$ cat config.mk
export PLATFORM = sky130hd
export DESIGN_NAME = cache_port_arbiter_flat
export DESIGN_NICKNAME = d
export VERILOG_FILES = /design/src/rtl/cache_arb_pkg.sv /design/src/rtl/cache_port_arbiter_if.sv /design/src/rtl/rr_arb2.sv /design/src/rtl/cache_port_arbiter.sv /design/src/flat_wrapper.sv
export SDC_FILE = /design/constraint.sdc
export NUM_CORES = 1
export LEC_CHECK = 0
export CAP_MARGIN = 20
export CORE_UTILIZATION = 37
export CTS_CLUSTER_DIAMETER = 30
export DETAILED_ROUTE_END_ITERATION = 16
export HOLD_SLACK_MARGIN = 0.08
export PLACE_DENSITY = 0.88
export SYNTH_ARGS = -nofsm -noshare
export SYNTH_HDL_FRONTEND = slang
export SYNTH_SLANG_ARGS = --single-unit
$ cat constraint.sdc
create_clock -name clk -period 2.4 [get_ports clk]
set_input_delay 0.6 -clock clk [delete_from_list [all_inputs] [get_ports clk]]
set_output_delay 0.6 -clock clk [all_outputs]
set_load 0.05 [all_outputs]
$ cat src/rtl/cache_arb_pkg.sv
// Shared types and default widths for the two-port cache arbiter.
package cache_arb_pkg;

    typedef enum logic [1:0] {
        IDLE  = 2'd0,
        ISSUE = 2'd1,
        WAIT  = 2'd2,
        RESP  = 2'd3
    } state_t;

    typedef logic port_id_t;

    localparam int DEF_ADDR_W = 16;
    localparam int DEF_DATA_W = 16;

endpackage

$ cat src/rtl/cache_port_arbiter_if.sv
// Requester-side and cache-side signals of the arbiter, bundled with the arbiter (master) and environment (slave) views.
interface cache_port_arbiter_if
    import cache_arb_pkg::*;
#(
    parameter int ADDR_W = DEF_ADDR_W,
    parameter int DATA_W = DEF_DATA_W
);
    logic              req0;
    logic              rw0;
    logic [ADDR_W-1:0] addr0;
    logic [DATA_W-1:0] wdata0;
    logic              ack0;
    logic              req1;
    logic              rw1;
    logic [ADDR_W-1:0] addr1;
    logic [DATA_W-1:0] wdata1;
    logic              ack1;
    logic [DATA_W-1:0] rdata;
    logic              err;
    logic              err_sticky;
    logic              busy;
    logic              c_strobe;
    logic              c_rw;
    logic [ADDR_W-1:0] c_addr;
    logic [DATA_W-1:0] c_wdata;
    logic              c_rdy;
    logic [DATA_W-1:0] c_rdata;

    modport master (
        input  req0, rw0, addr0, wdata0, req1, rw1, addr1, wdata1, c_rdy, c_rdata,
        output ack0, ack1, rdata, err, err_sticky, busy, c_strobe, c_rw, c_addr, c_wdata
    );

    modport slave (
        output req0, rw0, addr0, wdata0, req1, rw1, addr1, wdata1, c_rdy, c_rdata,
        input  ack0, ack1, rdata, err, err_sticky, busy, c_strobe, c_rw, c_addr, c_wdata
    );

endinterface

$ cat src/rtl/rr_arb2.sv
// Combinational two-request round-robin picker: on a tie the port that did not win last time is chosen.
module rr_arb2
    import cache_arb_pkg::*;
(
    input  logic [1:0] i_req,
    input  port_id_t   i_last_grant,
    output logic       o_gnt_valid,
    output port_id_t   o_gnt_id
);

    // Pick the granted port from the pending requests
    always_comb begin
        o_gnt_valid = |i_req;
        case (i_req)
            2'b01:   o_gnt_id = 1'b0;
            2'b10:   o_gnt_id = 1'b1;
            2'b11:   o_gnt_id = ~i_last_grant;
            default: o_gnt_id = 1'b0;
        endcase
    end

endmodule

$ cat src/rtl/cache_port_arbiter.sv
// Shares one cache controller between instruction (port 0) and data (port 1) requesters,
// with a watchdog that turns a hung cache transaction into an error response.
module cache_port_arbiter
    import cache_arb_pkg::*;
#(
    parameter int ADDR_W  = DEF_ADDR_W,
    parameter int DATA_W  = DEF_DATA_W,
    parameter int TIMEOUT = 64
) (
    input  logic clk,
    input  logic reset,
    cache_port_arbiter_if.master bus
);

    localparam int               CNT_W    = $clog2(TIMEOUT + 1);
    localparam logic [CNT_W-1:0] CNT_LAST = CNT_W'(TIMEOUT - 1);

    state_t            r_state, w_next;
    port_id_t          r_owner, w_owner_n;
    port_id_t          r_last_grant, w_last_n;
    logic [CNT_W-1:0]  r_cnt, w_cnt_n;
    logic              r_err_flag, w_err_flag_n;
    logic              r_err_sticky, w_sticky_n;
    logic              r_c_rw, w_c_rw_n;
    logic [ADDR_W-1:0] r_c_addr, w_c_addr_n;
    logic [DATA_W-1:0] r_c_wdata, w_c_wdata_n;
    logic [DATA_W-1:0] r_rdata, w_rdata_n;
    logic              r_c_strobe, w_strobe_n;
    logic              r_ack0, w_ack0_n;
    logic              r_ack1, w_ack1_n;
    logic              r_err, w_err_n;
    logic              r_busy, w_busy_n;
    logic              w_gnt_valid;
    port_id_t          w_gnt_id;
    logic              w_timeout;

    rr_arb2 u_rr_arb2 (
        .i_req        ({bus.req1, bus.req0}),
        .i_last_grant (r_last_grant),
        .o_gnt_valid  (w_gnt_valid),
        .o_gnt_id     (w_gnt_id)
    );

    assign w_timeout = (r_cnt == CNT_LAST);

    // State and output registers; outputs are registered from their next-state values
    always_ff @(posedge clk or posedge reset) begin
        if (reset) begin
            r_state      <= IDLE;
            r_owner      <= 1'b0;
            r_last_grant <= 1'b1;
            r_cnt        <= '0;
            r_err_flag   <= 1'b0;
            r_err_sticky <= 1'b0;
            r_c_rw       <= 1'b0;
            r_c_addr     <= '0;
            r_c_wdata    <= '0;
            r_rdata      <= '0;
            r_c_strobe   <= 1'b0;
            r_ack0       <= 1'b0;
            r_ack1       <= 1'b0;
            r_err        <= 1'b0;
            r_busy       <= 1'b0;
        end else begin
            r_state      <= w_next;
            r_owner      <= w_owner_n;
            r_last_grant <= w_last_n;
            r_cnt        <= w_cnt_n;
            r_err_flag   <= w_err_flag_n;
            r_err_sticky <= w_sticky_n;
            r_c_rw       <= w_c_rw_n;
            r_c_addr     <= w_c_addr_n;
            r_c_wdata    <= w_c_wdata_n;
            r_rdata      <= w_rdata_n;
            r_c_strobe   <= w_strobe_n;
            r_ack0       <= w_ack0_n;
            r_ack1       <= w_ack1_n;
            r_err        <= w_err_n;
            r_busy       <= w_busy_n;
        end
    end

    // Next-state logic; a cache Rdy wins over the watchdog in the same cycle
    always_comb begin
        w_next = r_state;
        case (r_state)
            IDLE: begin
                if (w_gnt_valid) w_next = ISSUE;
                else             w_next = IDLE;
            end
            ISSUE: w_next = WAIT;
            WAIT: begin
                if (bus.c_rdy || w_timeout) w_next = RESP;
                else                        w_next = WAIT;
            end
            RESP:    w_next = IDLE;
            default: w_next = IDLE;
        endcase
    end

    // Datapath updates and next values of the registered outputs
    always_comb begin
        w_owner_n    = r_owner;
        w_last_n     = r_last_grant;
        w_cnt_n      = r_cnt;
        w_err_flag_n = r_err_flag;
        w_sticky_n   = r_err_sticky;
        w_c_rw_n     = r_c_rw;
        w_c_addr_n   = r_c_addr;
        w_c_wdata_n  = r_c_wdata;
        w_rdata_n    = r_rdata;
        case (r_state)
            IDLE: begin
                if (w_gnt_valid) begin
                    w_owner_n = w_gnt_id;
                    if (w_gnt_id == 1'b1) begin
                        w_c_rw_n    = bus.rw1;
                        w_c_addr_n  = bus.addr1;
                        w_c_wdata_n = bus.wdata1;
                    end else begin
                        w_c_rw_n    = bus.rw0;
                        w_c_addr_n  = bus.addr0;
                        w_c_wdata_n = bus.wdata0;
                    end
                end else begin
                    w_owner_n = r_owner;
                end
            end
            ISSUE: w_cnt_n = '0;
            WAIT: begin
                if (bus.c_rdy) begin
                    if (r_c_rw) w_rdata_n = '0;
                    else        w_rdata_n = bus.c_rdata;
                end else if (w_timeout) begin
                    w_rdata_n    = '0;
                    w_err_flag_n = 1'b1;
                    w_sticky_n   = 1'b1;
                end else begin
                    w_cnt_n = r_cnt + CNT_W'(1);
                end
            end
            RESP: begin
                w_last_n     = r_owner;
                w_err_flag_n = 1'b0;
            end
            default: w_cnt_n = '0;
        endcase
        w_strobe_n = (w_next == ISSUE);
        w_busy_n   = (w_next != IDLE);
        w_ack0_n   = (w_next == RESP) && (w_owner_n == 1'b0);
        w_ack1_n   = (w_next == RESP) && (w_owner_n == 1'b1);
        w_err_n    = (w_next == RESP) && w_err_flag_n;
    end

    assign bus.ack0       = r_ack0;
    assign bus.ack1       = r_ack1;
    assign bus.rdata      = r_rdata;
    assign bus.err        = r_err;
    assign bus.err_sticky = r_err_sticky;
    assign bus.busy       = r_busy;
    assign bus.c_strobe   = r_c_strobe;
    assign bus.c_rw       = r_c_rw;
    assign bus.c_addr     = r_c_addr;
    assign bus.c_wdata    = r_c_wdata;

endmodule

$ cat src/flat_wrapper.sv
// flat-port wrapper written by rule: the top's interface ports become plain ports
module cache_port_arbiter_flat import cache_arb_pkg::*;
#(
    parameter int ADDR_W  = DEF_ADDR_W,
    parameter int DATA_W  = DEF_DATA_W,
    parameter int TIMEOUT = 64
)
  (clk, reset, bus_req0, bus_rw0, bus_addr0, bus_wdata0, bus_req1, bus_rw1, bus_addr1, bus_wdata1, bus_c_rdy, bus_c_rdata, bus_ack0, bus_ack1, bus_rdata, bus_err, bus_err_sticky, bus_busy, bus_c_strobe, bus_c_rw, bus_c_addr, bus_c_wdata);
  cache_port_arbiter_if #(.ADDR_W(ADDR_W), .DATA_W(DATA_W)) bus_i ();
  input  logic clk;
  input  logic reset;
  input wire logic [$bits(bus_i.req0)-1:0] bus_req0;
  input wire logic [$bits(bus_i.rw0)-1:0] bus_rw0;
  input wire logic [$bits(bus_i.addr0)-1:0] bus_addr0;
  input wire logic [$bits(bus_i.wdata0)-1:0] bus_wdata0;
  input wire logic [$bits(bus_i.req1)-1:0] bus_req1;
  input wire logic [$bits(bus_i.rw1)-1:0] bus_rw1;
  input wire logic [$bits(bus_i.addr1)-1:0] bus_addr1;
  input wire logic [$bits(bus_i.wdata1)-1:0] bus_wdata1;
  input wire logic [$bits(bus_i.c_rdy)-1:0] bus_c_rdy;
  input wire logic [$bits(bus_i.c_rdata)-1:0] bus_c_rdata;
  output wire logic [$bits(bus_i.ack0)-1:0] bus_ack0;
  output wire logic [$bits(bus_i.ack1)-1:0] bus_ack1;
  output wire logic [$bits(bus_i.rdata)-1:0] bus_rdata;
  output wire logic [$bits(bus_i.err)-1:0] bus_err;
  output wire logic [$bits(bus_i.err_sticky)-1:0] bus_err_sticky;
  output wire logic [$bits(bus_i.busy)-1:0] bus_busy;
  output wire logic [$bits(bus_i.c_strobe)-1:0] bus_c_strobe;
  output wire logic [$bits(bus_i.c_rw)-1:0] bus_c_rw;
  output wire logic [$bits(bus_i.c_addr)-1:0] bus_c_addr;
  output wire logic [$bits(bus_i.c_wdata)-1:0] bus_c_wdata;
  assign bus_i.req0 = bus_req0;
  assign bus_i.rw0 = bus_rw0;
  assign bus_i.addr0 = bus_addr0;
  assign bus_i.wdata0 = bus_wdata0;
  assign bus_i.req1 = bus_req1;
  assign bus_i.rw1 = bus_rw1;
  assign bus_i.addr1 = bus_addr1;
  assign bus_i.wdata1 = bus_wdata1;
  assign bus_i.c_rdy = bus_c_rdy;
  assign bus_i.c_rdata = bus_c_rdata;
  assign bus_ack0 = bus_i.ack0;
  assign bus_ack1 = bus_i.ack1;
  assign bus_rdata = bus_i.rdata;
  assign bus_err = bus_i.err;
  assign bus_err_sticky = bus_i.err_sticky;
  assign bus_busy = bus_i.busy;
  assign bus_c_strobe = bus_i.c_strobe;
  assign bus_c_rw = bus_i.c_rw;
  assign bus_c_addr = bus_i.c_addr;
  assign bus_c_wdata = bus_i.c_wdata;
  cache_port_arbiter #(.ADDR_W(ADDR_W), .DATA_W(DATA_W), .TIMEOUT(TIMEOUT)) u_core (.clk(clk), .reset(reset), .bus(bus_i));
endmodule
==> metrics, run 1 <==
Min-Delay Path Class register to register; crit path max fanout 3; Main synth FF type dfrtp_1; final setup fails 0; post-synthesis compound-gate area fraction 14.9%; hold_sp u_core.bus.err_sticky$_DFFE_PP0P_; Avg Vias per Cell 4.85; WHS Endpoint u_core.bus.err_sticky$_DFFE_PP0P_; Vias 2441; post-CTS setup buffers 0; GP Congestion 0.788; row cnt 32; Final min period 2200 ps; Die Span X 91.4 um; post-synth cell types 36; asr flop ratio synth 100%; Hold Path Cell Cnt 1; switching pwr 0.00308 W; gr usage total 19.1%; mux contribution to synthesized area 11.9%; nets@finish 489; setup slack, reg-to-reg 430 ps; Crit Path Class register to output port; commonest non-fill, non-tap cells in the layout clkdlybuf4s50_1, dfrtp_1, nand2_1; Clock Skews 10.2 ps; logic gate share of total power 55.6%; Num Clock Sinks 67; Worst VDD drop 0.000695 V; RR Endpoint u_core.bus.rdata[0]$_DFFE_PP0P_; Slew @ Worst Pin 585 ps; hold-fix buffers at CTS 0; P&R area growth vs syn 59.3%; Reg clk slew, reported paths 70 ps; post-synthesis instance total 254; Placement Setup Slack 196 ps; synth top area cells dfrtp_1, mux2i_1, o21ai_0, nand2_1, a22o_1; Final period util 91.9%; die area 0.00836 mm2; CP max-delay cell clkdlybuf4s50_1; clock root buffer master clkbuf_8; Clock power frac 15.4%; number of max-cap violations 0; cell family with most CP delay buffers and inverters; Pwr per Cell Area 1400 mW/mm2; status finished, final reports clean; starting density of the core 38.3%; total core area 0.00773 mm2; post-route ant nets 0; Die H 91.4 um; RSZ-0062 raised after global routing false; grt ovf 0; Post-Synth Simple-Gate Area 9.43%; first-pass GRT wire length 12500 um; PortBufs 141; leakage power 2.10 nW; reg-to-reg startpoint u_core.r_cnt[0]$_DFFE_PP0P_; finished layout cell area 0.00471 mm2; worst-path cell chain clkdlybuf4s50_1; Synth Area in Adders 2.54%; Reg2Reg Depth 5; initial antenna violation count 0; crit path DAT 1600 ps; syn nets 347; element type at the critical path end output port; Seq/Total Area, Yosys 56.7%; CTS tree done; Seq pwr share 29.0%; Post-Route WL 7680 um; H-tree level count 3; DP HPWL 5800 um; yosys warns 0; Final WS setup 195 ps; clk_lat worst skew 340 ps; #FFs+latches synth 67; TritonCTS Buffers 9; Bufs on Longest Clock Path 2; Post-synth EDFFs 0; Slew Limit Fails 0; final setup TNS 0 ps; cell internal pwr 0.00351 W; CP Buf/Inv Count 1; Remaining DRCs 0; final hold vios 0; post-synth top area cell dfrtp_1; pin count of the biggest net entering global routing 58; layout cell share with drive strength beyond 1 9.23%; worst path required time 1800 ps; Slew HR 61.0%; Top-Level Pins 142; Routed WL per cell 15.3 um; ant diodes 0; placed cell area 0.00450 mm2; number of global-route vias before repair 2602; Sw Ratio 46.7%; Initial DRC Count 75; CTS resizes 0; main combinational cell family by area after synthesis compound AO/OA/AOI/OAI gates; Pre-antenna DRT Iters 4; commonest non-fill, non-tap cell in the layout clkdlybuf4s50_1; Synth Area in XOR/XNOR 0%; share of the synthesized area in the top cell type 55.8%; cell area after synthesis 0.00296 mm2; Worst path max stage delay 840 ps; Fmax achieved 454 MHz; Mean Syn Cell Area 11.6 um2; Startpoint Class register
[metal layers]
layer  share of wire [%]  vias to the layer above  global-route usage [%]
met2                  51                       85                    33.9
li1                    -                     1182                       -
met4                 2.1                        0                    8.07
met1                  42                     1160                    22.7
met5                   0                        -                       0
met3                 4.8                       14                    3.27
[layout make-up]
| type | instances | area, um2 |
|---|---|---|
| Tap cell | 102 | 128 |
| Sequential cell | 67 | 1680 |
| Clock inverter | 7 | 92.6 |
| Timing Repair Buffer | 146 | 1500 |
| Inverter | 6 | 22.5 |
| Clock buffer | 9 | 124 |
| Multi-Input combinational cell | 166 | 1170 |
| Fill cell | 637 | 3020 |
[cells in the mapped netlist (2+ instances only)]
cell      count
and3_2        2
o21ai_0      39
nand2b_1      2
a22o_2        6
nor3b_1       3
a31oi_1       2
nor2_1        2
mux2i_1      34
clkbuf_1      2
and2_1        2
and4b_1       2
inv_1         6
buf_2         6
a22o_1       11
buf_4         4
and3_1        3
ha_1          6
nand2_1      39
dfrtp_1      66
[cells by family (layout without fill, tap and decap cells)]
| family | count (synthesis) | count (layout) |
|---|---|---|
| adders and majority gates | 6 | 6 |
| buffers and inverters | 21 | 168 |
| and+or+nand+nor | 58 | 58 |
| AOI/OAI and AO/OA | 67 | 67 |
| DFF | 67 | 67 |
| muxes | 35 | 35 |
[worst max path at each step]
stage	start	end	cells after the start
after floorplan	reset	u_core.bus.ack0$_DFF_PP0_	1
after global placement	bus_c_rdy	u_core.bus.rdata[0]$_DFFE_PP0P_	4
after detailed placement	bus_c_rdy	u_core.bus.rdata[0]$_DFFE_PP0P_	4
after CTS	u_core.bus.c_rw$_DFFE_PP0P_	bus_c_rw	1
after global routing	u_core.bus.c_rw$_DFFE_PP0P_	bus_c_rw	1
final	u_core.bus.c_rw$_DFFE_PP0P_	bus_c_rw	1
[power groups by stage]
stage               logic (W)  registers (W)  clock network, W
floorplan            0.000936        0.00338                 0
global placement      0.00361        0.00191                 0
detailed placement    0.00368        0.00193                 0
CTS                   0.00369        0.00192           0.00104
global route          0.00385        0.00198           0.00109
finish                0.00366        0.00191           0.00101
[metrics by stage]
step                      hold WS (ps)  util [%]  total power [W]  instances
final                              482      61.0          0.00659        503
after global routing               508      61.0          0.00691        503
after CTS                          487      61.0          0.00665        503
after detailed placement           465      58.2          0.00561        487
after global placement             462      58.2          0.00551        487
after floorplan                    466         -          0.00432        254
[flip-flops by register name (all words and copies together) (netlist names)]
register and count:
u_core.r_state 2, u_core.bus.busy 1, u_core.bus.c_rw 1, u_core.r_err_flag 1, u_core.bus.c_addr 16, u_core.bus.ack0 1, u_core.bus.err 1, u_core.bus.c_wdata 16
u_core.r_cnt 7, u_core.bus.ack1 1, u_core.bus.c_strobe 1, u_core.r_last_grant 1, u_core.r_owner 1, u_core.bus.rdata 16, u_core.bus.err_sticky 1
(Power assumes the default switching activity.)
==> run 2, diff against run 1 <==
--- a/config.mk
+++ b/config.mk
@@ -7,4 +7,5 @@
 export LEC_CHECK = 0
 export CAP_MARGIN = 20
+export CORE_MARGIN = 2
 export CORE_UTILIZATION = 37
 export CTS_CLUSTER_DIAMETER = 30
==> constraint.sdc (replaced) <==
create_clock -name clk -period 2.4 [get_ports clk]
set_input_delay 0.36 -clock clk [delete_from_list [all_inputs] [get_ports clk]]
set_output_delay 0.36 -clock clk [all_outputs]
set_load 0.05 [all_outputs]
==> metrics, run 2 (synthesized netlist as in run 1, its figures left out) <==
status finished, final reports clean; CTS tree done; final setup fails 0; Startpoint Class register; Vias 2472; number of global-route vias before repair 2476; final setup TNS 0 ps; crit path DAT 2330 ps; Min-Delay Path Class input port to async pin; Slew HR 31.3%; Power Total 0.00677 W; clock root buffer master clkbuf_8; Slew @ Worst Pin 1030 ps; Final min period 2060 ps; commonest non-fill, non-tap cells in the layout clkdlybuf4s50_1, dfrtp_1, nand2_1; Die H 93.4 um; layout cell share with drive strength beyond 1 8.77%; gr usage total 18.0%; starting density of the core 38.3%; placed cell area 0.00446 mm2; finished layout cell area 0.00472 mm2; element type at the critical path end register; post-route ant nets 0; worst path required time 2670 ps; number of fill cells in the layout 637; grt ovf 0; Reg clk slew, reported paths 80 ps; Post-Route WL 7900 um; Avg Vias per Cell 4.93; commonest non-fill, non-tap cell in the layout clkdlybuf4s50_1; GP Congestion 0.769; leakage power 2.10 nW; row cnt 32; Top-Level Pins 142; Reg area 0.00168 mm2; TritonCTS Buffers 9; Pre-antenna DRT Iters 4; Die Span X 93.4 um; RR Endpoint u_core.bus.rdata[13]$_DFFE_PP0P_; Slew Limit Fails 0; H-tree level count 3; Num Clock Sinks 67; Final period util 85.9%; clk_lat worst skew 330 ps; post-CTS setup buffers 0; P&R area growth vs syn 59.6%; Clock Skews 7.00 ps; total core area 0.00773 mm2; setup slack, reg-to-reg 340 ps; number of max-cap violations 0; pin count of the biggest net entering global routing 67; nets@finish 487; crit path to u_core.bus.rdata[13]$_DFFE_PP0P_; crit path max fanout 16; Pwr per Cell Area 1430 mW/mm2; DP HPWL 6000 um; PortBufs 141; RSZ-0062 raised after global routing false; Initial DRC Count 56; Critical Path Source u_core.r_state[0]$_DFF_PP0_; CTS resizes 0; final hold vios 0; Routed WL per cell 15.8 um; Fmax achieved 485 MHz; Bufs on Longest Clock Path 2; first-pass GRT wire length 12200 um; reg-to-reg startpoint u_core.r_state[0]$_DFF_PP0_; die area 0.00873 mm2; Reg2Reg Depth 5; initial antenna violation count 0; ant diodes 0; Worst VDD drop 0.000844 V; Crit Path Class register to register; area of the multi-input gates 0.00117 mm2; hold-fix buffers at CTS 0; Remaining DRCs 0
## run 2: layout make-up
type,count,share of cell area (%)
tap,102,2.70
clock buffer,9,2.62
inverter,6,0.477
clock inverter,7,2.97
multi-input combinational,166,24.8
timing repair buffer,144,30.9
sequential,67,35.6
## run 2: worst min-delay path by stage
| stage | slack, ps | endpoint |
|---|---|---|
| 2_1_floorplan | 470 | u_core.r_cnt[0]$_DFFE_PP0P_ |
| 3_3_place_gp | 460 | u_core.bus.c_addr[0]$_DFFE_PP0P_ |
| 3_5_place_dp | 470 | u_core.bus.c_wdata[10]$_DFFE_PP0P_ |
| 4_1_cts | 450 | u_core.bus.rdata[14]$_DFFE_PP0P_ |
| 5_1_grt | 490 | u_core.bus.rdata[0]$_DFFE_PP0P_ |
| 6_report | 430 | u_core.r_cnt[0]$_DFFE_PP0P_ |
## run 2: critical path, stage by stage, from the launching register on
cell and delay, ps:
dfrtp_1 410, inv_1 110, ha_1 330, nand2_1 90
nor2_1 780, a22o_2 280
## run 2: report_power, final
part / switching [W] / internal, W
clock network: 0.000430 / 0.000793
logic: 0.00236 / 0.00127
registers: 0.000290 / 0.00163
## run 2: routing by layer
| layer | track usage (%) | wire, um | vias up |
|---|---|---|---|
| met2 | 31.0 | 4140 | 76 |
| met4 | 7.11 | 60 | 0 |
| met3 | 3.95 | 442 | 4 |
| met5 | 0 | 0 | - |
| met1 | 21.8 | 3250 | 1212 |
| li1 | - | - | 1180 |
## run 2: stage by stage
| step | worst slack, ps | hold slack [ps] | util, % | instances |
|---|---|---|---|---|
| after floorplan | 358 | 466 | - | 254 |
| after global routing | 137 | 495 | 61.1 | 501 |
| after global placement | 301 | 462 | 57.7 | 485 |
| after detailed placement | 242 | 471 | 57.7 | 485 |
| final | 339 | 429 | 61.1 | 501 |
| after CTS | 355 | 447 | 61.1 | 501 |
==> run 3, diff against run 2 <==
REMOVE_ABC_BUFFERS = 1   (was not set)
==> metrics, run 3 (synthesized netlist as in run 1, its figures left out) <==
Crit Path Class register to output port; Initial DRC Count 60; H-tree level count 3; gr usage total 18.1%; Worst path max stage delay 820 ps; CTS resizes 0; placed cell area 0.00448 mm2; leakage power 2.12 nW; final hold vios 0; Worst VDD drop 0.000738 V; worst-path cell chain clkdlybuf4s50_1; Clock power frac 18.3%; total core area 0.00773 mm2; Min-Delay Path Class input port to async pin; GP Congestion 0.828; Remaining DRCs 0; Num Clock Sinks 67; row cnt 32; RSZ-0062 raised after global routing false; cell family with most CP delay buffers and inverters; ant diodes 0; commonest non-fill, non-tap cell in the layout clkdlybuf4s50_1; Final period util 79.9%; crit path max fanout 3; status finished, final reports clean; post-route ant nets 0; clk_lat worst skew 330 ps; post-layout util 61.6%; CP max-delay cell clkdlybuf4s50_1; pin count of the biggest net entering global routing 68; number of max-cap violations 0; CP Buf/Inv Count 1; Seq pwr share 28.0%; Slew HR 61.3%; Avg Vias per Cell 4.91; Slew @ Worst Pin 580 ps; number of global-route vias before repair 2532; Reg clk slew, reported paths 70 ps; Final min period 1920 ps; Startpoint Class register; cell internal pwr 0.00375 W; setup slack, reg-to-reg 480 ps; CTS tree done; switching pwr 0.00305 W; finished layout cell area 0.00476 mm2; die area 0.00873 mm2; Die H 93.4 um; DP HPWL 5500 um; Slew Limit Fails 0; crit path DAT 1560 ps; post-CTS setup buffers 0; Clock Skews 10.7 ps; Sw Ratio 44.9%; PortBufs 141; Pwr per Cell Area 1430 mW/mm2; Vias 2469; nets@finish 489; first-pass GRT wire length 12200 um; Die Span X 93.4 um; initial antenna violation count 0; Bufs on Longest Clock Path 2; grt ovf 0; clock root buffer master clkbuf_8; layout cell share with drive strength beyond 1 9.23%; logic gate share of total power 53.6%; TritonCTS Buffers 9; Pre-antenna DRT Iters 4; element type at the critical path end output port; Top-Level Pins 142; Fmax achieved 521 MHz; P&R area growth vs syn 60.8%; Post-Route WL 7360 um; final setup fails 0; commonest non-fill, non-tap cells in the layout clkdlybuf4s50_1, dfrtp_1, nand2_1; Routed WL per cell 14.6 um; starting density of the core 38.3%; worst path required time 2040 ps; hold-fix buffers at CTS 0
-- run 3: changes by cell type in the layout (fill, tap and decap cells not counted) --
cell,delta
buf_4,+1
clkbuf_8,+1
buf_12,+1
clkinvlp_4,-1
clkinv_4,+1
clkinv_2,-1
-- run 3: final timing paths --
| path | from | end | cells past startpoint |
|---|---|---|---|
| worst min-delay path | reset | u_core.bus.rdata[2]$_DFFE_PP0P_ | 3 |
| worst max-delay path | u_core.bus.c_rw$_DFFE_PP0P_ | bus_c_rw | 1 |
| min in group clk | u_core.bus.c_wdata[6]$_DFFE_PP0P_ | u_core.bus.c_wdata[6]$_DFFE_PP0P_ | 2 |
| worst min register to register | u_core.bus.c_wdata[6]$_DFFE_PP0P_ | u_core.bus.c_wdata[6]$_DFFE_PP0P_ | 2 |
| worst max register to register | u_core.r_cnt[0]$_DFFE_PP0P_ | u_core.bus.rdata[14]$_DFFE_PP0P_ | 5 |
| max in group asynchronous | reset | u_core.r_last_grant$_DFFE_PP1P_ | 3 |
-- run 3: area by class of cell --
| class | instances | area [um2] |
|---|---|---|
| inverter | 6 | 22.5 |
| fill | 619 | 2970 |
| clock inverter | 6 | 136 |
| multi-input combinational | 166 | 1170 |
| sequential | 67 | 1680 |
| timing repair buffer | 146 | 1490 |
| tap | 102 | 128 |
| clock buffer | 10 | 138 |
-- run 3: per-stage QoR --
step / worst slack (ps) / std cells / setup TNS (ps) / hold WS [ps] / power, W
global placement: 382 / 486 / 0 / 459 / 0.00551
finish: 481 / 503 / 0 / 418 / 0.00681
floorplan: -2230 / 239 / -79960 / 466 / 0.00428
global route: 334 / 503 / 0 / 450 / 0.00720
detailed placement: 212 / 486 / 0 / 469 / 0.00560
CTS: 315 / 502 / 0 / 424 / 0.00688
-- run 3: power groups by stage --
stage               sequential, W  combinational, W  clock [W]
finish                    0.00191           0.00365    0.00125
global route              0.00197           0.00388    0.00134
CTS                       0.00191           0.00368    0.00128
detailed placement        0.00193           0.00367          0
global placement          0.00191           0.00360          0
floorplan                 0.00339          0.000890          0
-- run 3: per-layer routing --
layer | wire length (um) | part of all wire (%) | global-route usage (%)
met3 | 660 | 9.0 | 6.37
met4 | 46 | 0.63 | 6.50
met2 | 3650 | 50 | 30.4
met5 | 0 | 0 | 0
met1 | 3000 | 41 | 21.3
